File: config.mk
export PLATFORM = sky130hd
export DESIGN_NAME = uart_cmd_responder
export DESIGN_NICKNAME = d
export VERILOG_FILES = /design/src/rtl/uart_cmd_responder.sv
export SDC_FILE = /design/constraint.sdc
export NUM_CORES = 1
export LEC_CHECK = 0
export CORE_UTILIZATION = 45
export CTS_CLUSTER_SIZE = 30
export DETAILED_ROUTE_END_ITERATION = 6
export GPL_TIMING_DRIVEN = 0
export HOLD_SLACK_MARGIN = 0.03
export PLACE_DENSITY = 0.71
export SETUP_SLACK_MARGIN = 0.15
export SYNTH_ARGS = -nofsm -noshare
export SYNTH_HDL_FRONTEND = slang
export SYNTH_SLANG_ARGS = --single-unit
File: constraint.sdc
create_clock -name CLK -period 1.7 [get_ports CLK]
set_input_delay 0.34 -clock CLK [delete_from_list [all_inputs] [get_ports CLK]]
set_output_delay 0.34 -clock CLK [all_outputs]
set_load 0.02 [all_outputs]
File: src/rtl/uart_cmd_responder.sv
// uart_cmd_responder
//   Byte-stream command responder sitting behind a UART. Decodes write
//   (0xAA, addr, data) and read (0xBB, addr) frames against an internal
//   register file and returns read data through the UART transmitter's
//   valid/busy handshake.
//
//   Build option: define CMD_ACK_EN to have every completed write answered
//   with a 0xCC acknowledge byte sent the same way as read data. Without it
//   a write is silent.
//
// Ports
//   CLK            system clock, rising edge
//   RST            synchronous active-low reset
//   RX_P_DATA      received byte
//   RX_DATA_VALID  one-cycle strobe qualifying RX_P_DATA
//   TX_Busy        transmitter busy
//   TX_P_DATA      byte to transmit (held until the frame returns to IDLE)
//   TX_DATA_VALID  one-cycle transmit request
//   FRAME_ERR      one-cycle pulse on an unknown opcode
module uart_cmd_responder #(
  parameter int DATA_WIDTH = 8,
  parameter int ADDR_WIDTH = 4
) (
  input  logic                  CLK,
  input  logic                  RST,
  input  logic [DATA_WIDTH-1:0] RX_P_DATA,
  input  logic                  RX_DATA_VALID,
  input  logic                  TX_Busy,
  output logic [DATA_WIDTH-1:0] TX_P_DATA,
  output logic                  TX_DATA_VALID,
  output logic                  FRAME_ERR
);

  localparam int DEPTH = 1 << ADDR_WIDTH;

  localparam logic [DATA_WIDTH-1:0] OP_WR    = DATA_WIDTH'(8'hAA);
  localparam logic [DATA_WIDTH-1:0] OP_RD    = DATA_WIDTH'(8'hBB);
`ifdef CMD_ACK_EN
  localparam logic [DATA_WIDTH-1:0] ACK_BYTE = DATA_WIDTH'(8'hCC);
`endif

  typedef enum logic [2:0] {
    IDLE,
    WR_ADDR,
    WR_DATA,
    RD_ADDR,
    SEND,
    WAIT_ACK
  } state_t;

  state_t                              state;
  logic [ADDR_WIDTH-1:0]               wr_addr;
  logic [DEPTH-1:0][DATA_WIDTH-1:0]    regs;

  // Upper address bits of the operand byte are ignored.
  logic [ADDR_WIDTH-1:0] rx_addr;
  assign rx_addr = RX_P_DATA[ADDR_WIDTH-1:0];

  always_ff @(posedge CLK) begin
    if (!RST) begin
      state         <= IDLE;
      wr_addr       <= '0;
      regs          <= '0;
      TX_P_DATA     <= '0;
      TX_DATA_VALID <= 1'b0;
      FRAME_ERR     <= 1'b0;
    end else begin
      // Both strobes default low so neither can stretch past one cycle.
      TX_DATA_VALID <= 1'b0;
      FRAME_ERR     <= 1'b0;

      case (state)
        IDLE: begin
          if (RX_DATA_VALID) begin
            if (RX_P_DATA == OP_WR)      state <= WR_ADDR;
            else if (RX_P_DATA == OP_RD) state <= RD_ADDR;
            else                         FRAME_ERR <= 1'b1;
          end
        end

        // Mid-frame every byte is an operand, even if it looks like an opcode.
        WR_ADDR: begin
          if (RX_DATA_VALID) begin
            wr_addr <= rx_addr;
            state   <= WR_DATA;
          end
        end

        WR_DATA: begin
          if (RX_DATA_VALID) begin
            regs[wr_addr] <= RX_P_DATA;
`ifdef CMD_ACK_EN
            TX_P_DATA     <= ACK_BYTE;
            state         <= SEND;
`else
            state         <= IDLE;
`endif
          end
        end

        RD_ADDR: begin
          if (RX_DATA_VALID) begin
            TX_P_DATA <= regs[rx_addr];
            state     <= SEND;
          end
        end

        // Request held off for as long as the transmitter stays busy.
        SEND: begin
          if (!TX_Busy) begin
            TX_DATA_VALID <= 1'b1;
            state         <= WAIT_ACK;
          end
        end

        // Busy rising is the transmitter accepting the byte; received bytes
        // in SEND/WAIT_ACK are dropped silently.
        WAIT_ACK: begin
          if (TX_Busy) state <= IDLE;
        end

        default: state <= IDLE;
      endcase
    end
  end

endmodule
[Word level (Yosys, flattened, before mapping)]
Index checks and enable logic that the tools add are counted.
Storage, ports and cells
  flip-flop bits (word level): 145
  input bits: 12
  output and inout port bits: 10
  word-level logic and storage cells: 65
Cells by class
  magnitude comparators: 3
  equal/unequal tests: 14
  multiplexer cells: 16
  bitwise operators: 3
  reduce and logical (&&, ||, !) cells: 8
Operators with widths (number)
  $bwmux W128: 1
  $bmux W8 S4: 1
  $demux W8 S4: 1
  $mux W3: 8
  $pmux W3 S6: 1
  $eq A8 B8 Y1 const B: 2
  $mux W8: 2
  $ne A2 B2 Y1 const B: 6
  $lt A4 B5 Y1 const B: 2
  $reduce_and A2 Y1: 4
  $reduce_and A7 Y1: 1
  $eq A3 B2 Y1 const B: 2
  $eq A3 B3 Y1 const B: 2
  $ge A4 B1 Y1 const B: 1
  $reduce_or A4 Y1: 1
  $eq A3 B1 Y1 const B: 1
  $logic_not A3 Y1: 1
  $ne A3 B3 Y1 const B: 1
  $not A1 Y1: 3
  $mux W1: 2
  $logic_and A1 B1 Y1: 1

[Depth between registers and ports, before layout]
  depth in word-level cells: 5
  gate-level depth with buffers: 7

[Least setup slack after synthesis]
OpenSTA, ideal clock, no wires.
  path type: input-to-reg
  start: in RX_P_DATA[0]
  end: reg TX_P_DATA[3]
  library setup time: 0.130 ns
  arrival time: 1.567 ns
  setup slack: 0.003 ns
  cell stages on the path: 6
  buffers on the path: 2
  cells stage by stage: buf_2 -> buf_2 -> mux4_2 -> mux2_2 -> o221ai_1 -> a21oi_1
On the way
  cells in the longest elaborated chain, start to end: 2
RTL lines
  start, declared: RTL line 26  | input logic [DATA_WIDTH-1:0] RX_P_DATA,
  $bmux W8 S4: RTL line 103  | TX_P_DATA <= regs[rx_addr];
  $mux W8 (not written as such): RTL line 103
  end signal, assigned: RTL line 103
  end, declared: RTL line 29  | output logic [DATA_WIDTH-1:0] TX_P_DATA,
Every way passes these cells. The select of a mux whose other input is x is not followed.
A chain may end at the register's enable or synchronous reset.

[Final worst setup path]
  start: reg state[2]
  end: reg regs[118] (netlist bit)
On the way
  cells in the longest elaborated chain, start to end: 2
RTL lines
  start, declared: RTL line 51  | state_t state;
  start signal, assigned: RTL line 61  | state <= IDLE;
  start signal, assigned: RTL line 75  | if (RX_P_DATA == OP_WR) state <= WR_ADDR;
  start signal, assigned: RTL line 76  | else if (RX_P_DATA == OP_RD) state <= RD_ADDR;
  $eq A3 B2 Y1: RTL line 72  | case (state)
  $reduce_and A2 Y1 (no source line)
  end signal, assigned: RTL line 63  | regs <= '0;
  end signal, assigned by index: RTL line 91  | regs[wr_addr] <= RX_P_DATA;
  end, declared: RTL line 53  | logic [DEPTH-1:0][DATA_WIDTH-1:0] regs;
Every way passes these cells.

==> metrics.txt <==
sequential share of the synthesized area=42.95%; Avg Inst Size Synth=11.55 um2; worst min path class=in -> reg; CTS tree=yes; critical path capture point=regs[118]; Tcrit/Tclk final=97.01%; number of global-route vias before repair=4687; final WL=17.63 mm; cell with the most instances after synthesis=dfxtp_1; Clock Path Buffers=2; TNS Setup=0 ns; final HPWL from detailed placement=11.68 mm; Req. time, crit path=2.02 ns; nets=640; cell internal pwr=5.757 mW; routed len/inst=21.37 um; CTS root buf=clkbuf_16; Vias=4626; fin crit period=1.649 ns; Total GRT Usage=23.43%; Unique masters post-synth=31; Pins Over Slew Limit=0; number of remaining DRC errors=0; Cells after Synth=585; die height=124.6 um; Final Instance Area=8029 um2; CP dominant cell by count=buf_6; Cell Area, Synth=6759 um2; crit end category=flop; Synthesis Warnings=0; synth cell count leaders=dfxtp_1 (145), mux2i_1 (142), nor2b_1 (137); area post-placement=7166 um2; maximum vdd drop=0.7019 mV; routability congestion estimate=0.7892; I/O pins=22; Comb pwr share=4.9%; worst path arrival time=1.97 ns; Initial DRC Count=350; worst-path maximum fanout=8; worst reg2reg startpoint=state[2]; R2R setup slack=0.05 ns; largest net degree at the start of global routing=17; hold_sp=RX_P_DATA[6]; top area cells in the synthesized netlist=dfxtp_1 (43%), mux2i_1 (21%), nor2b_1 (13%), mux4_2 (11%), buf_2 (1.6%); Non-Filler Instances=825; slowest CP cell=dfxtp_4; Core Footprint=14590 um2; first-pass iteration count of the detailed router=4; setup violators final=0; Tot Pwr=7.434 mW; FP Rows=44; Clk pwr share=49.4%; final antenna diode count=0; global-route wire length before repair=27.16 mm; sequential fraction of design power=45.7%; PortBufs=14; async set-or-reset flop fraction in the synthesized netlist=0%; Lkg Pwr=3.473 nW; top cell type by total area after synthesis=dfxtp_1; initial antenna violation count=0; Initial Util=46.33%; slowest cell delay on critical path=0.34 ns; maxcap violations=0; reg2reg end=regs[118]; unrepaired setup endpoints after global routing=yes; R2R cell count=6; Crit Path Category=reg -> reg; Critical Path Source=state[2]; CTS buffer count=17; Seq cells post-synth=145; Max Clock Skew=0.007556 ns; Primary FF master, synth=dfxtp_1; CP Cell Sequence=and4bb_2 > buf_6 > buf_6 > nand4_4 > mux2i_1 > nor2b_1; Startpoint Class=flop; H-tree depth=4; Syn-to-layout area delta=18.79%; Vias/cell=5.607; die width=124.6 um; Pwr per Cell Area=925.9 nW/um2; sw frac=22.56%; Final Hold Viols=0; net count after synthesis=597; worst-skew pair later-pin latency=0.43 ns; Hold Path Cell Cnt=3; Rel. slew slack=53.09%; DIE AREA=15510 um2; Congestion Overflow GR=0; achievable frequency=606.4 MHz; Worst-Margin Slew=0.7036 ns; CTS sink cnt=145; cell count after placement=783; clock-pin slew on the worst setup and hold paths=0.06 ns; P_sw=1.677 mW; outcome=finished, final reports clean; ANT nets after route=0; Post-synth EDFFs=0; Yosys top cell area share=42.95%; ratio of cells with drive above 1 in the final layout=22.00%
==> state kept, by name, indices dropped and copies added (netlist names) <==
name	count
state	3
regs	128
FRAME_ERR	1
wr_addr	4
TX_DATA_VALID	1
TX_P_DATA	8
==> power groups by stage <==
stage | Sequential, mW | Combinational [mW] | Clock, mW
floorplan | 3.48 | 0.232 | 0
CTS | 3.40 | 0.360 | 3.71
finish | 3.40 | 0.368 | 3.67
global route | 3.40 | 0.387 | 3.85
detailed placement | 3.48 | 0.354 | 0
global placement | 3.48 | 0.351 | 0
==> layout by cell type, fill, tap and decap left out, drive strengths merged, types with 4 or more instances in the layout <==
master       count
dfxtp          145
mux2i          142
nor2b          137
buf             49
clkbuf          42
mux4            32
o21ai           11
dlygate4sd2     11
nand4b           9
clkinv           6
and4bb           5
a221oi           5
a21oi            5
nand4            4
==> cells by family after synthesis <==
| logic type | share of synthesized area, % |
|---|---|
| AO/OA/AOI/OAI | 2.573 |
| XOR/XNOR | 0.1296 |
| buffers and inverters | 4.739 |
| flip-flops | 42.95 |
| multiplexers | 32.19 |
| AND/OR/NAND/NOR | 17.42 |
==> layer usage <==
| layer | global-route usage (%) | vias up | wire [um] |
|---|---|---|---|
| met2 | 39.94 | 102 | 8898 |
| met5 | 0 | - | 0 |
| met4 | 8.292 | 0 | 231 |
| met3 | 4.553 | 23 | 699 |
| met1 | 29.40 | 2352 | 7801 |
| li1 | - | 2149 | - |
==> metrics by stage <==
step	util (%)	hold WS (ns)	setup slack [ns]
after global routing	55.03	0.3562	-0.02464
after global placement	49.12	0.4905	-0.8314
after CTS	54.58	0.3231	0.04649
after floorplan	-	0.4768	0.1351
after detailed placement	49.12	0.4988	-0.8523
final	55.03	0.3466	0.05091
==> area by class of cell <==
cell class              instances  area, um2
plain buffers                  59      439.2
fillers                      1204       6560
flip-flops and latches        145       2915
inverters                       2      7.507
multi-input cells             379       3618
clock buffers                  21      460.4
clock inverters                11      112.6
repair buffers                 24      245.2
well taps                     184      230.2
==> critical path: cells and delay by family (launching register included) <==
| kind | cells | cell delay (ns) |
|---|---|---|
| multiplexers | 1 | 0.28 |
| AND/OR/NAND/NOR | 3 | 0.64 |
| flip-flops | 1 | 0.34 |
| buffers and inverters | 2 | 0.27 |
==> worst min-delay path by stage <==
stage / to / slack (ns)
floorplan: regs[10] / 0.48
global placement: regs[9] / 0.49
detailed placement: regs[12] / 0.50
CTS: regs[126] / 0.32
global route: regs[30] / 0.36
finish: regs[22] / 0.35
==> what timing repair did <==
item | CTS | global route
pin swaps | 1 | 2
setup endpoints to repair | 149 | 133
gates resized for setup | 53 | 17
buffers inserted | 8 | 1
hold buffers | 0 | 0
gates cloned | 1 | 0
No activity file was read; power rests on OpenSTA's default activity.
==> edit: new RTL, config.mk and constraints unchanged <==
Set the parameter `ADDR_WIDTH` to 5 (it was 4).
--- a/src/rtl/uart_cmd_responder.sv
+++ b/src/rtl/uart_cmd_responder.sv
@@ -19,7 +19,7 @@
 //   FRAME_ERR      one-cycle pulse on an unknown opcode
 module uart_cmd_responder #(
   parameter int DATA_WIDTH = 8,
-  parameter int ADDR_WIDTH = 4
+  parameter int ADDR_WIDTH = 5
 ) (
   input  logic                  CLK,
   input  logic                  RST,
Check against the original RTL: not equivalent (a bounded check fails within 10 cycles, from zero or initial values and one cycle with RST low).
==> edit against the original RTL <==
The flow now finishes with violations (setup timing). Largest cell class unchanged. Sequential power grew 89%. Setup slack got worse by 0.16 ns. Routed wire length up 120%. Power grew 82%. Highest routed layer unchanged. Global-route usage is 3.4 points higher. Combinational power grew 150%. Sequential cell count rose by 129. Cell area increased by 96%. Worst hold slack worse by 0.0070 ns. Synthesized area grew 91%.
==> edit: results (changes against the original RTL) <==
outcome finished with violations; violated checks setup timing; Critical Path Max Stage Delay 0.36 ns (+0.02 ns); Largest regs regs x256, TX_P_DATA x8, wr_addr x5; worst setup margin -0.106 ns (-0.157 ns); dpl ws -1.58 ns (-0.725 ns); overall routing resource usage 0.268 (+0.0339); Clk power 0.00619 W (+69%); met3 wire len 2.60 mm (+270%); register area share after synthesis 0.424 (-0.00516); Setup Viol. Count Final 95 (+95); largest net degree at the start of global routing 14 (-3); Min-Delay Startpoint RX_P_DATA[5]; H-tree levels 1 (-3); WL met1 17.0 mm (+120%); synth cell count leaders 304 x mux2i_1, 274 x dfxtp_1, 264 x nor2b_1, 70 x clkbuf_1, 43 x mux4_2; kind of cell adding the most delay to the critical path buffers and inverters; met2 usage 0.436 (+0.0366); first drt pass iteration count 7 (+3); DPL Wire Length 25.2 mm (+120%); Fill cells 2326 (+93%); leading post-synthesis cells by cell area dfxtp_1 42%, mux2i_1 24%, nor2b_1 13%; Clock Latency Late Sink 0.55 ns (+0.12 ns); crit path DAT 2.24 ns (+0.27 ns); Reg2Reg Depth 8 (+2); r2r endpoint regs[13]$_SDFFE_PN0P_; first-pass GRT wire length 58.4 mm (+110%); gpl congestion 0.993 (+26%); Port Buffers 17 (+3); Distinct cells, synth 52 (+68%); Leakage 6.64 nW (+91%); Clock Skew 0.0230 ns (+0.0155 ns); P_comb 0.000908 W (+150%); Longest Clk Path Bufs 3 (+1)
## edit: stage by stage
step                      cells  instance area [sq um]  TNS, ns   util
after floorplan            1159                  13100        0      -
after global placement     1554                  13700  -211.12  0.489
after detailed placement   1554                  13700  -214.58  0.489
after CTS                  1625                  15500   -0.179  0.554
after global routing       1628                  15800    -7.81  0.563
final                      1628                  15800    -3.39  0.563
## edit: cells by family (layout without fill, tap and decap cells)
kind of cell	after synthesis	after routing	share of synthesized area
AO/OA/AOI/OAI	62	62	0.0360
flip-flops	274	274	0.424
XOR/XNOR	1	1	0.000678
buffers and inverters	126	217	0.0468
AND/OR/NAND/NOR	348	348	0.181
multiplexers	348	348	0.311
## edit: how the worst max path moves through the flow
stage	cells past startpoint	endpoint	start	slack, ns
2_1_floorplan	6	TX_P_DATA[5]$_SDFFE_PN0P_	RX_P_DATA[0]	0.02
3_3_place_gp	6	TX_P_DATA[2]$_SDFFE_PN0P_	RX_P_DATA[3]	-1.66
3_5_place_dp	6	TX_P_DATA[2]$_SDFFE_PN0P_	RX_P_DATA[3]	-1.58
4_1_cts	7	regs[219]$_SDFFE_PN0P_	state[0]$_SDFFE_PN0P_	-0.02
5_1_grt	8	regs[13]$_SDFFE_PN0P_	state[2]$_SDFFE_PN0P_	-0.13
6_report	8	regs[13]$_SDFFE_PN0P_	state[2]$_SDFFE_PN0P_	-0.11
## edit: layout make-up
cell class,instances,share of cell area
Tap cell,378,0.0300
Clock buffer,46,0.0526
Inverter,1,0.000238
Clock inverter,5,0.00476
Buffer,125,0.0634
Sequential cell,274,0.349
Multi-Input combinational cell,759,0.473
Timing Repair Buffer,40,0.0261
## edit: timing repair
action / CTS / global route
setup buffers: 18 / 3
pin swaps: 10 / 14
cloned: 2 / 0
endpoints found under the setup margin: 279 / 276
resized for setup: 197 / 76
